File: config.mk
export PLATFORM = sky130hd
export DESIGN_NAME = vga_timing_gen_flat
export DESIGN_NICKNAME = d
export VERILOG_FILES = /design/src/rtl/vga_timing_pkg.sv /design/src/rtl/vga_timing_if.sv /design/src/rtl/wrap_counter.sv /design/src/rtl/vga_timing_gen.sv /design/src/flat_wrapper.sv
export SDC_FILE = /design/constraint.sdc
export NUM_CORES = 1
export LEC_CHECK = 0
export CORE_UTILIZATION = 28
export CTS_CLUSTER_SIZE = 25
export DETAILED_ROUTE_END_ITERATION = 10
export PLACE_DENSITY = 0.5
export REMOVE_ABC_BUFFERS = 1
export SYNTH_ARGS = -nofsm -noshare
export SYNTH_HDL_FRONTEND = slang
export SYNTH_HIERARCHICAL = 1
export SYNTH_SLANG_ARGS = --single-unit
export TNS_END_PERCENT = 5
File: constraint.sdc
create_clock -name Clk -period 7 [get_ports Clk]
set_input_delay 1.05 -clock Clk [delete_from_list [all_inputs] [get_ports Clk]]
set_output_delay 1.05 -clock Clk [all_outputs]
set_load 0.03 [all_outputs]
File: src/rtl/vga_timing_pkg.sv
// Shared VGA 640x480@60 timing constants and coordinate type for the display blocks.
package vga_timing_pkg;

    localparam int DEF_H_VISIBLE = 640;
    localparam int DEF_H_FRONT   = 16;
    localparam int DEF_H_SYNC    = 96;
    localparam int DEF_H_BACK    = 48;

    localparam int DEF_V_VISIBLE = 480;
    localparam int DEF_V_FRONT   = 10;
    localparam int DEF_V_SYNC    = 2;
    localparam int DEF_V_BACK    = 33;

    localparam int H_TOTAL = DEF_H_VISIBLE + DEF_H_FRONT + DEF_H_SYNC + DEF_H_BACK;
    localparam int V_TOTAL = DEF_V_VISIBLE + DEF_V_FRONT + DEF_V_SYNC + DEF_V_BACK;

    localparam int COORD_W = 10;

    typedef logic [COORD_W-1:0] coord_t;

endpackage

File: src/rtl/vga_timing_if.sv
// Raster bundle driven by the timing generator and consumed by sprite/palette blocks.
interface vga_timing_if;
    import vga_timing_pkg::*;

    logic   vga_clk;
    logic   hs;
    logic   vs;
    logic   blank;
    logic   frame_start;
    coord_t DrawX;
    coord_t DrawY;

    modport master (
        output vga_clk, hs, vs, blank, frame_start, DrawX, DrawY
    );

    modport slave (
        input vga_clk, hs, vs, blank, frame_start, DrawX, DrawY
    );

endinterface

File: src/rtl/wrap_counter.sv
// Modulo-N counter with enable; exposes its next value so callers can register
// decodes that line up with the counter itself.
module wrap_counter #(
    parameter int N = 800,
    parameter int W = 10
) (
    input  logic         clk,
    input  logic         reset,
    input  logic         en,
    output logic [W-1:0] count,
    output logic [W-1:0] count_next,
    output logic         wrap
);

    assign wrap = (count == W'(N - 1));

    always_comb begin
        count_next = count;
        if (en) begin
            count_next = wrap ? '0 : count + 1'b1;
        end
    end

    always_ff @(posedge clk) begin
        if (reset) begin
            count <= '0;
        end else begin
            count <= count_next;
        end
    end

endmodule

File: src/rtl/vga_timing_gen.sv
// VGA raster generator: halves Clk into vga_clk and produces DrawX/DrawY with
// hs/vs/blank/frame_start all registered on the vga_clk rising edge.
module vga_timing_gen
    import vga_timing_pkg::*;
#(
    parameter int H_VISIBLE = DEF_H_VISIBLE,
    parameter int H_FRONT   = DEF_H_FRONT,
    parameter int H_SYNC    = DEF_H_SYNC,
    parameter int H_BACK    = DEF_H_BACK,
    parameter int V_VISIBLE = DEF_V_VISIBLE,
    parameter int V_FRONT   = DEF_V_FRONT,
    parameter int V_SYNC    = DEF_V_SYNC,
    parameter int V_BACK    = DEF_V_BACK
) (
    input  logic         Clk,
    input  logic         Reset,
    vga_timing_if.master vga
);

    localparam int LINE_TOTAL  = H_VISIBLE + H_FRONT + H_SYNC + H_BACK;
    localparam int FRAME_LINES = V_VISIBLE + V_FRONT + V_SYNC + V_BACK;

    if (LINE_TOTAL > (1 << COORD_W) || FRAME_LINES > (1 << COORD_W)) begin : g_total_check
        $error("vga_timing_gen: H/V totals do not fit in coord_t");
    end

    localparam coord_t HS_START = coord_t'(H_VISIBLE + H_FRONT);
    localparam coord_t HS_END   = coord_t'(H_VISIBLE + H_FRONT + H_SYNC);
    localparam coord_t VS_START = coord_t'(V_VISIBLE + V_FRONT);
    localparam coord_t VS_END   = coord_t'(V_VISIBLE + V_FRONT + V_SYNC);
    localparam coord_t H_VIS    = coord_t'(H_VISIBLE);
    localparam coord_t V_VIS    = coord_t'(V_VISIBLE);

    logic   vga_clk_q;
    logic   pix_adv;
    logic   hs_q;
    logic   vs_q;
    logic   blank_q;
    logic   frame_start_q;
    coord_t x_cnt;
    coord_t x_next;
    coord_t y_cnt;
    coord_t y_next;
    logic   x_wrap;
    logic   y_wrap;

    // Pixels advance on the Clk edge where vga_clk rises.
    assign pix_adv = ~vga_clk_q;

    wrap_counter #(.N(LINE_TOTAL), .W(COORD_W)) u_hcount (
        .clk        (Clk),
        .reset      (Reset),
        .en         (pix_adv),
        .count      (x_cnt),
        .count_next (x_next),
        .wrap       (x_wrap)
    );

    wrap_counter #(.N(FRAME_LINES), .W(COORD_W)) u_vcount (
        .clk        (Clk),
        .reset      (Reset),
        .en         (pix_adv & x_wrap),
        .count      (y_cnt),
        .count_next (y_next),
        .wrap       (y_wrap)
    );

    // Decodes use next counter values so they describe the same pixel as DrawX/DrawY.
    always_ff @(posedge Clk) begin
        if (Reset) begin
            vga_clk_q     <= 1'b0;
            hs_q          <= 1'b1;
            vs_q          <= 1'b1;
            blank_q       <= 1'b1;
            frame_start_q <= 1'b1;
        end else begin
            vga_clk_q <= ~vga_clk_q;
            if (pix_adv) begin
                hs_q          <= !((x_next >= HS_START) && (x_next < HS_END));
                vs_q          <= !((y_next >= VS_START) && (y_next < VS_END));
                blank_q       <= (x_next < H_VIS) && (y_next < V_VIS);
                frame_start_q <= x_wrap & y_wrap;
            end
        end
    end

    assign vga.vga_clk     = vga_clk_q;
    assign vga.hs          = hs_q;
    assign vga.vs          = vs_q;
    assign vga.blank       = blank_q;
    assign vga.frame_start = frame_start_q;
    assign vga.DrawX       = x_cnt;
    assign vga.DrawY       = y_cnt;

endmodule
File: src/flat_wrapper.sv
// flat-port wrapper written by rule: the top's interface ports become plain ports
module vga_timing_gen_flat import vga_timing_pkg::*;
#(
    parameter int H_VISIBLE = DEF_H_VISIBLE,
    parameter int H_FRONT   = DEF_H_FRONT,
    parameter int H_SYNC    = DEF_H_SYNC,
    parameter int H_BACK    = DEF_H_BACK,
    parameter int V_VISIBLE = DEF_V_VISIBLE,
    parameter int V_FRONT   = DEF_V_FRONT,
    parameter int V_SYNC    = DEF_V_SYNC,
    parameter int V_BACK    = DEF_V_BACK
)
  (Clk, Reset, vga_vga_clk, vga_hs, vga_vs, vga_blank, vga_frame_start, vga_DrawX, vga_DrawY);
  vga_timing_if vga_i ();
  input  logic Clk;
  input  logic Reset;
  output wire logic [$bits(vga_i.vga_clk)-1:0] vga_vga_clk;
  output wire logic [$bits(vga_i.hs)-1:0] vga_hs;
  output wire logic [$bits(vga_i.vs)-1:0] vga_vs;
  output wire logic [$bits(vga_i.blank)-1:0] vga_blank;
  output wire logic [$bits(vga_i.frame_start)-1:0] vga_frame_start;
  output wire logic [$bits(vga_i.DrawX)-1:0] vga_DrawX;
  output wire logic [$bits(vga_i.DrawY)-1:0] vga_DrawY;
  assign vga_vga_clk = vga_i.vga_clk;
  assign vga_hs = vga_i.hs;
  assign vga_vs = vga_i.vs;
  assign vga_blank = vga_i.blank;
  assign vga_frame_start = vga_i.frame_start;
  assign vga_DrawX = vga_i.DrawX;
  assign vga_DrawY = vga_i.DrawY;
  vga_timing_gen #(.H_VISIBLE(H_VISIBLE), .H_FRONT(H_FRONT), .H_SYNC(H_SYNC), .H_BACK(H_BACK), .V_VISIBLE(V_VISIBLE), .V_FRONT(V_FRONT), .V_SYNC(V_SYNC), .V_BACK(V_BACK)) u_core (.Clk(Clk), .Reset(Reset), .vga(vga_i));
endmodule
# Yosys cells after proc, flatten, opt, wreduce, memory -nomap -nowiden

Cells that the tools add are included.

Add/subtract/negate cells: 2
Magnitude comparators: 6
Equal/unequal tests: 2
Muxes and demuxes: 4
Bitwise operators: 3
Reduce and logical (&&, ||, !) cells: 5

Operators by type and width:

| operator                                                                              | count |
|---|---|
| 10-bit two-way mux                                                                    | 4 |
| 10-bit by 1-bit adder with 10-bit output (second input constant)                      | 2 |
| 10-bit == test (second input constant)                                                | 2 |
| 10-bit < comparator (second input constant)                                           | 2 |
| 10-bit by 9-bit < comparator with 1-bit output (second input constant)                | 2 |
| 10-bit greater-or-equal comparator (second input constant)                            | 1 |
| 10-bit by 9-bit greater-or-equal comparator with 1-bit output (second input constant) | 1 |
| 1-bit logical AND                                                                     | 3 |
| 1-bit bitwise AND                                                                     | 2 |
| 1-bit zero test                                                                       | 2 |
| 1-bit inverter                                                                        | 1 |

Register bits: 25
Input port bits: 2
Output and inout bits: 25
Word-level logic and storage cells: 29

# Longest topological paths before layout

Word-level depth: 6
Depth in mapped cells: 11
Depth with buffers taken out: 11

# Hierarchy

Netlist, hierarchy kept.

Modules (own cells, without submodules):

| module                          | instances | cells an instance | area an instance (µm²) | sequential area each (µm²) |
|---|---|---|---|---|
| wrap_counter at u_core.u_vcount | 1         | 65                | 603.1                  | 200.2 |
| wrap_counter at u_core.u_hcount | 1         | 61                | 538.0                  | 200.2 |
| vga_timing_gen                  | 1         | 28                | 217.7                  | 100.1 |

# Least setup slack after synthesis

OpenSTA, ideal clock, no wires.

Path kind: reg2reg
From: register u_core.u_hcount.count[0]
To: register u_core.vs_q, in the netlist u_core/vga.vs
Setup time: 0.127 ns
Data arrival time: 2.715 ns
Data required time: 6.873 ns
Slack: 4.158 ns
Cell stages (with the launch flop): 12
Buffers on the path: 0
Period minus slack after synthesis: 2.842 ns
Path through: dfxtp_1 > ha_1 > and4_4 > nand3_2 > inv_2 > nor2b_1 > nand2_4 > nor4_4 > xnor2_1 > nor2_1 > nor4_1 > a21oi_1

Longest elaborated chain between the ends: 6
Elaborated cells on any way between the ends: 7
Those cells by class: order compare: 2; eq/ne: 1; mux: 1; bitwise: 1; reduce/logical: 2

Ends and longest elaborated chain:

| element                                                                                                                                | line                 | RTL |
|---|---|---|
| start: declaration                                                                                                                     | wrap_counter.sv:10   | `output logic [W-1:0] count,` |
| start signal: assignment                                                                                                               | wrap_counter.sv:28   | `count <= count_next;` |
| 10-bit == test (*)                                                                                                                     | wrap_counter.sv:15   | `assign wrap = (count == W'(N - 1));` |
| named net u_core.x_wrap                                                                                                                | vga_timing_gen.sv:44 | `logic x_wrap;` |
| 1-bit bitwise AND (*)                                                                                                                  | vga_timing_gen.sv:62 | `.en (pix_adv & x_wrap),` |
| 10-bit two-way mux (*)                                                                                                                 | wrap_counter.sv:19   | `if (en) begin` |
| named net u_core.y_next[9]                                                                                                             | vga_timing_gen.sv:43 | `coord_t y_next;` |
| 10-bit by 9-bit greater-or-equal comparator with 1-bit output / 10-bit by 9-bit < comparator with 1-bit output (equally long branches) | vga_timing_gen.sv:80 | `vs_q <= !((y_next >= VS_START) && (y_next < VS_END));` |
| 1-bit logical AND (*)                                                                                                                  | vga_timing_gen.sv:80 |  |
| 1-bit zero test (*)                                                                                                                    | vga_timing_gen.sv:80 |  |
| end signal: assignment                                                                                                                 | vga_timing_gen.sv:80 |  |
| end: declaration                                                                                                                       | vga_timing_gen.sv:37 | `logic vs_q;` |

Mark *: on every way through the listed nets, which the timed path passes. The rest lies on a longest branch.
A chain may end at the register's enable or synchronous reset.

# Worst setup path in the final report

Ends and elaborated chain as after synthesis.

==> impl_metrics.env <==
export IMPL_grt_pass1_wl_um=5000
export IMPL_finalSetupViolCount=0
export IMPL_path_class="reg2reg"
export IMPL_hold_slack_ns=0.497
export IMPL_grt_pass1_vias=1099
export IMPL_antenna_cells=0
export IMPL_hold_path_class="reg2reg"
export IMPL_crit_chain="ha_1 > and4_4 > nand3_2 > inv_2 > nor2b_1 > nand2_4 > nor4_4 > xnor2_1 > nor2_1 > nor4_1 > a21oi_1"
export IMPL_cts_sinks=25
export IMPL_wl_per_cell_um=13.0
export IMPL_clk_path_buf_depth=2
export IMPL_min_from="u_core/vga.frame_start$_SDFFE_PP1N_"
export IMPL_pwr_share_comb_pct=8.2
export IMPL_vias=1123
export IMPL_seqPwrFrac_pct=58.6
export IMPL_multi_input_area_um2=801
export IMPL_postRouteAntennaNets=0
export IMPL_dp_hpwl_um=2240
export IMPL_nFillCells=453
export IMPL_tns_ns=0
export IMPL_crit_fanout=8
export IMPL_grt_max_degree=21
export IMPL_status="finished clean"
export IMPL_root_buffer="clkbuf_8"
export IMPL_cts_buffers=3
export IMPL_die_area_um2=5090
export IMPL_r2r_start="u_core/u_hcount/count[0]$_SDFF_PP0_"
export IMPL_core_area_um2=4470
export IMPL_htree_levels=1
export IMPL_slew_violations=0
export IMPL_cts_resized=0
export IMPL_initial_core_util_pct=30.1
export IMPL_clk_latency_ns=0.26
export IMPL_synth_cell_area_um2=1350
export IMPL_crit_required_ns=7.15
export IMPL_drv_cap=0
export IMPL_final_util_pct=37.9
export IMPL_track_usage_pct=12.3
export IMPL_start_kind="flop"
export IMPL_startpoint="u_core/u_hcount/count[0]$_SDFF_PP0_"
export IMPL_swShare_pct=23.6
export IMPL_fin_ws_ns=4.07
export IMPL_wirelength_um=3000
export IMPL_clock_power_share_pct=33.2
export IMPL_syn_area_per_cell_um2=8.92
export IMPL_tightest_slew_ns=0.791
export IMPL_grt_overflow=0
export IMPL_drcViolationCount=0
export IMPL_syn_inst=151
export IMPL_antenna_found_initial=0
export IMPL_nets=184
export IMPL_routed_via_density=4.88
export IMPL_row_count=24
export IMPL_p_int_w=0.000193
export IMPL_p_sw_w=0.0000598
export IMPL_final_seq_area_um2=500
export IMPL_cts_tree="yes"
export IMPL_ys_warn_count=6
export IMPL_routabilityCongestion=0.821
export IMPL_layout_drive_gt1_share_pct=15.7
export IMPL_finalHoldViolCount=0
export IMPL_die_h_um=71.4
export IMPL_drt_iter0_markers=41
export IMPL_crit_path_top_delay_cell="nor2b_1"
export IMPL_arrival_ns=3.08
export IMPL_slew_headroom_pct=47.1
export IMPL_end_kind="flop"
export IMPL_io_buffers=26
export IMPL_io_pins=27
export IMPL_period_share_pct=41.8
export IMPL_powerDensity_nw_per_um2=149
export IMPL_cts_setup_buffers=0
export IMPL_holdBufCountCts=0
export IMPL_vdd_drop_max_mv=0.0646
export IMPL_clkTransAtPathRegs_ns=0.08
export IMPL_rsz0062_at_grt="no"
export IMPL_max_freq_mhz=342
export IMPL_clock_skew_ns=0.00427
export IMPL_p_leak_nw=0.631
export IMPL_critPathMaxStageDelay_ns=0.52
export IMPL_post_place_ws_ns=4.09
export IMPL_ff2ff_setup_slack_ns=4.07
export IMPL_min_period_ns=2.93
export IMPL_firstDrtPassIters=4
export IMPL_dieWidth_um=71.4
export IMPL_syn_to_final_growth_pct=26.0
[per-layer routing]
metal	GRT usage, %	up-vias	share of wire (%)
li1	-	575	-
met1	15.8	514	50
met2	20.2	30	45
met3	2.53	4	4.1
met4	5.11	0	1.0
met5	0	-	0
[registers in the layout, summed over array words and instances, names as in the netlist]
name,flops
u_core/vga.blank,1
u_core/u_hcount/count,10
u_core/vga.vga_clk,1
u_core/vga.vs,1
u_core/vga.hs,1
u_core/u_vcount/count,10
u_core/vga.frame_start,1
[cell type report]
| class | instances | area share, % |
|---|---|---|
| well taps | 52 | 3.83 |
| clock buffers | 4 | 2.65 |
| inverters | 7 | 1.55 |
| repair buffers | 26 | 15.3 |
| flip-flops and latches | 25 | 29.5 |
| multi-input cells | 116 | 47.2 |
[path summary, 6_finish.rpt]
check,depth (start not counted),to
setup reg to reg,11,u_core/vga.vs$_SDFFE_PP1N_
hold reg to reg,2,u_core/vga.frame_start$_SDFFE_PP1N_
hold / removal,2,u_core/vga.frame_start$_SDFFE_PP1N_
setup / recovery,11,u_core/vga.vs$_SDFFE_PP1N_
[worst max-delay path: cells and delay by family, from the launching register on]
family                     cells  cell delay, ns
DFF                            1            0.45
AOI/OAI and AO/OA              1            0.09
adders and majority gates      1            0.25
xor gates and xnor gates       1            0.19
and+or+nand+nor                7            1.70
buffers and inverters          1            0.13
[placed cells by master (no fill, tap or decap), types with 3 or more instances in the layout]
master and n:
nand4_1 5, clkdlybuf4s50_1 26, ha_1 3, nand3_1 13
nand2b_1 4, nor3_2 3, nor2_1 9, nand2_1 12
inv_1 6, clkbuf_8 3, a21oi_1 9, xor2_1 7
nor3_1 5, nor2_2 4, nor2b_1 7, dfxtp_1 25
o21ai_0 3, xnor2_1 7
[stage by stage]
stage               total power (W)  cell area [um^2]  cells
finish                     0.000253              1700    230
global route               0.000267              1700    230
CTS                        0.000260              1700    230
detailed placement         0.000173              1650    226
global placement           0.000172              1650    226
floorplan                  0.000163              1330    148
[power by group through the flow]
stage	clock (W)	sequential (W)	combinational [W]
global route	0.0000955	0.000149	0.0000223
floorplan	0	0.000156	0.00000713
detailed placement	0	0.000152	0.0000208
global placement	0	0.000151	0.0000210
CTS	0.0000907	0.000148	0.0000209
finish	0.0000840	0.000148	0.0000208
Note: power is estimated with default switching activity, not from simulation.
